**src/rtl/seq_tempo_pkg.sv**
```systemverilog
// -----------------------------------------------------------------------------
// seq_tempo_pkg
// Shared tempo definitions for the sequencer's step-clock generator and the
// tap tempo encoder. Both ends take their class thresholds, nominal periods and
// codes from here, so the encoder's classes cannot drift from the generator's
// bands.
//   NOMINAL_PERIOD : nominal step period (ticks) of each tempo class
//   CLASS_UPPER    : inclusive upper bound of classes 0..8 (class 9 is open)
//   CLASS_CODE     : user_input0 code placed mid-band for each class
//   DEFAULT_*      : power-on tempo (class 3, 100-tick period)
// -----------------------------------------------------------------------------
package seq_tempo_pkg;

  localparam int NUM_CLASSES = 10;

  localparam logic [9:0] DEFAULT_CODE  = 10'd350;
  localparam logic [3:0] DEFAULT_INDEX = 4'd3;

  localparam logic [15:0] NOMINAL_PERIOD [0:9] = '{
    16'd10, 16'd25, 16'd50, 16'd100, 16'd150,
    16'd200, 16'd250, 16'd300, 16'd350, 16'd400
  };

  // Each bound sits just below the rounded-up midpoint of neighbouring
  // nominal periods: class i+1 starts at (P[i] + P[i+1] + 1) >> 1.
  localparam logic [15:0] CLASS_UPPER [0:8] = '{
    16'd17, 16'd37, 16'd74, 16'd124, 16'd174,
    16'd224, 16'd274, 16'd324, 16'd374
  };

  localparam logic [9:0] CLASS_CODE [0:9] = '{
    10'd50, 10'd150, 10'd250, 10'd350, 10'd450,
    10'd550, 10'd650, 10'd750, 10'd850, 10'd960
  };

  typedef enum logic [1:0] {
    ST_IDLE     = 2'd0,
    ST_ARMED    = 2'd1,
    ST_TRACKING = 2'd2
  } tap_state_e;

  // Period class of a measured interval (ticks).
  function automatic logic [3:0] class_of(input logic [15:0] m);
    logic [3:0] idx;
    idx = 4'd9;
    for (int i = 8; i >= 0; i--) begin
      if (m <= CLASS_UPPER[i]) idx = 4'(i);
    end
    return idx;
  endfunction

  // Generator code for a class; out-of-range indices map to the slowest band.
  function automatic logic [9:0] code_of(input logic [3:0] idx);
    logic [9:0] code;
    if (idx <= 4'd9) code = CLASS_CODE[idx];
    else             code = CLASS_CODE[9];
    return code;
  endfunction

endpackage

```
**src/rtl/tap_sync_debounce.sv**
```systemverilog
// -----------------------------------------------------------------------------
// tap_sync_debounce
// Brings the raw tap level into the clock domain, detects rising edges and
// suppresses further edges for DEBOUNCE_TICKS ticks after each accepted one.
//   i_clk    : tick clock
//   i_reset  : synchronous active-high reset
//   i_tap    : raw asynchronous tap level
//   o_accept : high for the cycle in which a rising edge is accepted
// -----------------------------------------------------------------------------
module tap_sync_debounce #(
  parameter int DEBOUNCE_TICKS = 5
) (
  input  logic i_clk,
  input  logic i_reset,
  input  logic i_tap,
  output logic o_accept
);

  localparam int LW = (DEBOUNCE_TICKS < 2) ? 1 : $clog2(DEBOUNCE_TICKS + 1);

  logic          r_sync1;
  logic          r_sync2;
  logic          r_prev;
  logic [LW-1:0] r_lockout;
  logic          w_rise;

  assign w_rise   = r_sync2 & ~r_prev;
  assign o_accept = w_rise & (r_lockout == '0);

  // Synchronizer, edge-detect flop and lockout countdown.
  always_ff @(posedge i_clk) begin
    if (i_reset) begin
      r_sync1   <= 1'b0;
      r_sync2   <= 1'b0;
      r_prev    <= 1'b0;
      r_lockout <= '0;
    end else begin
      r_sync1 <= i_tap;
      r_sync2 <= r_sync1;
      r_prev  <= r_sync2;
      if (o_accept) begin
        r_lockout <= LW'(DEBOUNCE_TICKS);
      end else if (r_lockout != '0) begin
        r_lockout <= r_lockout - LW'(1);
      end else begin
        r_lockout <= r_lockout;
      end
    end
  end

endmodule

```
**src/rtl/tap_tempo_encoder.sv**
```systemverilog
// -----------------------------------------------------------------------------
// tap_tempo_encoder
// Measures the interval between accepted taps and converts it into the tempo
// code that makes the step-clock generator reproduce that period.
//   i_clk100hz    : 100 Hz sequencer tick clock
//   i_reset       : synchronous active-high reset
//   i_tap         : raw tap-button level
//   o_tempo_code  : code for the generator's user_input0
//   o_tempo_index : period class 0..9
//   o_code_valid  : at least one interval measured since reset
//   o_tap_pulse   : one-cycle strobe per accepted tap
//   o_timeout     : one-cycle strobe when a measurement is abandoned
// -----------------------------------------------------------------------------
module tap_tempo_encoder
  import seq_tempo_pkg::*;
#(
  parameter int DEBOUNCE_TICKS = 5,
  parameter int TIMEOUT_TICKS  = 500,
  parameter int CNT_W          = 9
) (
  input  logic       i_clk100hz,
  input  logic       i_reset,
  input  logic       i_tap,
  output logic [9:0] o_tempo_code,
  output logic [3:0] o_tempo_index,
  output logic       o_code_valid,
  output logic       o_tap_pulse,
  output logic       o_timeout
);

  tap_state_e       r_state;
  logic [CNT_W-1:0] r_cnt;
  logic [CNT_W-1:0] r_cur;
  logic [CNT_W-1:0] r_prev;
  logic [9:0]       r_code;
  logic [3:0]       r_index;
  logic             r_valid;
  logic             r_tap_pulse;
  logic             r_timeout;

  logic             w_accept;
  logic             w_expired;
  logic [CNT_W:0]   w_sum;
  logic [CNT_W-1:0] w_avg;
  logic [3:0]       w_raw_idx;
  logic [3:0]       w_avg_idx;

  tap_sync_debounce #(
    .DEBOUNCE_TICKS(DEBOUNCE_TICKS)
  ) u_sync (
    .i_clk   (i_clk100hz),
    .i_reset (i_reset),
    .i_tap   (i_tap),
    .o_accept(w_accept)
  );

  // r_cnt already holds the interval on the accepting edge: it is loaded
  // with 1 on the previous acceptance and counts every edge since.
  // The average uses the new history: prev<=cur, cur<=r_cnt.
  assign w_expired = (r_cnt == CNT_W'(TIMEOUT_TICKS));
  assign w_sum     = {1'b0, r_cur} + {1'b0, r_cnt};
  assign w_avg     = w_sum[CNT_W:1];
  assign w_raw_idx = class_of(16'(r_cnt));
  assign w_avg_idx = class_of(16'(w_avg));

  // Measurement FSM with registered outputs.
  always_ff @(posedge i_clk100hz) begin
    if (i_reset) begin
      r_state     <= ST_IDLE;
      r_cnt       <= '0;
      r_cur       <= '0;
      r_prev      <= '0;
      r_code      <= DEFAULT_CODE;
      r_index     <= DEFAULT_INDEX;
      r_valid     <= 1'b0;
      r_tap_pulse <= 1'b0;
      r_timeout   <= 1'b0;
    end else begin
      r_tap_pulse <= w_accept;
      r_timeout   <= 1'b0;
      case (r_state)
        ST_IDLE: begin
          if (w_accept) begin
            r_state <= ST_ARMED;
            r_cnt   <= CNT_W'(1);
          end else begin
            r_cnt <= '0;
          end
        end
        ST_ARMED, ST_TRACKING: begin
          if (w_expired) begin
            // Timeout wins; a coincident tap restarts as a first tap.
            r_timeout <= 1'b1;
            r_cur     <= '0;
            r_prev    <= '0;
            if (w_accept) begin
              r_state <= ST_ARMED;
              r_cnt   <= CNT_W'(1);
            end else begin
              r_state <= ST_IDLE;
              r_cnt   <= '0;
            end
          end else if (w_accept) begin
            r_cnt   <= CNT_W'(1);
            r_valid <= 1'b1;
            if (r_state == ST_ARMED) begin
              r_state <= ST_TRACKING;
              r_cur   <= r_cnt;
              r_prev  <= r_cnt;
              r_index <= w_raw_idx;
              r_code  <= code_of(w_raw_idx);
            end else begin
              r_prev  <= r_cur;
              r_cur   <= r_cnt;
              r_index <= w_avg_idx;
              r_code  <= code_of(w_avg_idx);
            end
          end else begin
            r_cnt <= r_cnt + CNT_W'(1);
          end
        end
        default: begin
          r_state <= ST_IDLE;
          r_cnt   <= '0;
        end
      endcase
    end
  end

  assign o_tempo_code  = r_code;
  assign o_tempo_index = r_index;
  assign o_code_valid  = r_valid;
  assign o_tap_pulse   = r_tap_pulse;
  assign o_timeout     = r_timeout;

endmodule

```
**config.mk**
```make
export PLATFORM = sky130hd
export DESIGN_NAME = tap_tempo_encoder
export DESIGN_NICKNAME = d
export VERILOG_FILES = /design/src/rtl/seq_tempo_pkg.sv /design/src/rtl/tap_sync_debounce.sv /design/src/rtl/tap_tempo_encoder.sv
export SDC_FILE = /design/constraint.sdc
export NUM_CORES = 1
export LEC_CHECK = 0
export ABC_AREA = 1
export BUFFER_PORTS_ARGS = -buffer_cell sky130_fd_sc_hd__buf_2
export CORE_ASPECT_RATIO = 0.9
export CORE_MARGIN = 2
export CORE_UTILIZATION = 55
export CTS_BUF_LIST = sky130_fd_sc_hd__clkbuf_16
export CTS_CLUSTER_DIAMETER = 40
export DETAILED_ROUTE_END_ITERATION = 8
export PLACE_DENSITY = 0.73
export SLEW_MARGIN = 30
export SYNTH_ARGS = -nofsm -noshare
export SYNTH_HDL_FRONTEND = slang
export SYNTH_SLANG_ARGS = --single-unit
```
**constraint.sdc**
```tcl
create_clock -name i_clk100hz -period 3.6 [get_ports i_clk100hz]
set_clock_uncertainty 0.05 [all_clocks]
set_input_delay 1.08 -clock i_clk100hz [delete_from_list [all_inputs] [get_ports i_clk100hz]]
set_output_delay 1.08 -clock i_clk100hz [all_outputs]
set_load 0.03 [all_outputs]
```
==> reports/metrics.csv <==
metric,value,unit
yosysSeqAreaShare,0.251,
cts_resized,0,
irDropWorstVdd,0.000342,V
dp.cells,605,
die-area,6740,um2
final_util,0.641,
die_x,86.3,um
yosys_warnings,0,
power-per-cell-area,362,nW/um2
wl,8430,um
antenna_cells,0,
grt_antenna_before_repair,0,
wl_per_cell,13.7,um
first_pass_iters,5,
grt-busiest-layer,met2,
p_leak,1.80,nW
core_area,5790,um2
synth_nets,547,
vias,3429,
critPathLaunchType,register,
slew_headroom,0.561,
worstPathMaxFanout,6,
use_met2,0.418,
synth_top_area_share,0.251,
period_minus_slack,3370,ps
fin_crit_sh,0.937,
synth_xor_xnor_area_share,0.00783,
post_cts_buffers,0,
synthAdderAreaFrac,0.0992,
ioPinCount,20,
port_buffers,18,
synthDistinctLibCells,45,
synth_area,3350,um2
cts_made_buffers,5,
synth_seq_cells,42,
synth_area_per_cell,6.48,um2
worstHoldPathType,register to register,
status,completed,
cp.required,3720,ps
dp_hpwl,6620,um
critPathArrivalTime,3500,ps
slew_violations,0,
fp-row-count,26,
met3_usage,0.0473,
clk_pin_slew_worst_paths,60,ps
start_util,0.579,
cts.sinks,42,
tightest_slew,650,ps
synth_flop_cell,dfxtp_1,
synth_mux_area_frac,0,
ant_nets,0,
drtIter0Drc,236,
layoutNonFillerInstCount,613,
place_ws,274,ps
postCtsHoldBufs,0,
grt_pass1_vias,3169,
setup_viol,0,
synth_edf_count,0,
p_total,1.34,mW
area_growth,10.7,%
cts_tree,done,
layout-drive-gt1-share,0.179,
hold_viol,0,
synthCells,518,
clock-root-buffer,clkbuf_16,
placed_area,3540,um2
clk_latency,280,ps
synth_top_family_by_area,simple AND/OR/NAND/NOR gates,
synth_compound_area_frac,0.150,
ctsLongestPathBuffers,2,
grt_start_max_net_pins,29,
synth-simple-area-share,0.373,
gr-usage-met1,0.364,
setup-tns-final,0,ps
nNetsFinal,571,
yosysMostFrequentCell,nand2_1,
hold_slack,363,ps
rsz0062_at_grt,false,
cts_max_level,2,
async_flop_share,0,
setup_ws,225,ps
grt_pass1_wl,14500,um
vias_per_cell,5.59,
gp_congestion,1.04,
die_height,78.1,um
critPathCaptureType,register,
track_usage,0.263,
clock.fmax,296,MHz
ys_top_cells_by_area,"dfxtp_1 25%, nand2_1 13%, ha_1 9.3%",
maxCapViolations,0,
drc_errors,0,
worstSetupPathType,register to register,
stdcell_area,3710,um2
synth_top_area_cell,dfxtp_1,
synth_common_cells,"119 x nand2_1, 67 x inv_1, 61 x nor2_1",
overflow,0,
## routing by layer
metal | vias to the layer above | wire, um
li1 | 1714 | -
met1 | 1560 | 3860
met2 | 131 | 3810
met3 | 24 | 558
met4 | 0 | 200
met5 | - | 0
## path summary, 6_finish.rpt
check | slack (ps) | from | end | cells after the start
min | 360 | u_sync.r_sync1 | u_sync.r_sync2 | 2
max | 230 | r_cnt[4] | o_tempo_code[1] | 25
max reg2reg | 230 | r_cnt[4] | o_tempo_code[1] | 25
min reg2reg | 360 | u_sync.r_sync1 | u_sync.r_sync2 | 2
## cells in the final DEF, fill, tap and decap left out, drive strengths merged, types with 3 or more instances in the layout
cell type,n
nor2,66
nand3,34
inv,78
nor3,7
o211ai,3
buf,29
a21oi,36
o22ai,6
nand2,151
o21ai,23
nand4,6
clkbuf,5
clkinv,5
a31oi,3
nor4,3
ha,25
dfxtp,42
## flip-flops by register name, indices dropped and copies added, names as in the netlist
signal,count
o_tempo_code,9
u_sync.r_prev,1
r_state,2
r_cnt,9
o_tap_pulse,1
o_code_valid,1
o_tempo_index,4
o_timeout,1
r_cur,9
u_sync.r_sync2,1
u_sync.r_lockout,3
u_sync.r_sync1,1
## cell type report
type	count	area [um2]
clock inverters	3	43.8
repair buffers	29	173
inverters	81	320
well taps	70	87.6
fillers	551	2080
flip-flops and latches	42	842
clock buffers	5	125
multi-input cells	383	2120
## critical path: stages (launching register included)
cell and delay (ps):
dfxtp_1 470, ha_1 350, nand2_1 110, nand2_2 70, a21oi_2 200, nand2_2 90
nand2_2 80, nand2_4 80, nand2_2 90, clkinv_1 110, nand3_1 120, nand3_2 110
nand2_2 80, nand2_1 50, nand2_1 50, nand2_1 60, nand2_2 80, nand2_2 60
nand2_2 80, nand2_4 70, ha_1 220, nor2_1 110, nand2_1 60, nand3_1 110
a21oi_1 80, a211o_1 240
## power breakdown
group          total, mW  leakage [nW]  switching, mW  internal [mW]
combinational      0.303          1.37          0.205         0.0984
sequential         0.520         0.341         0.0203          0.500
clock              0.519        0.0842          0.191          0.328
## kinds of logic after synthesis
kind of cell               count (synthesis)
and+or+nand+nor                          268
AOI/OAI and AO/OA                         85
xor gates and xnor gates                   3
buffers and inverters                     93
DFF                                       42
other                                      1
adders and majority gates                 26
(Power assumes the default switching activity.)
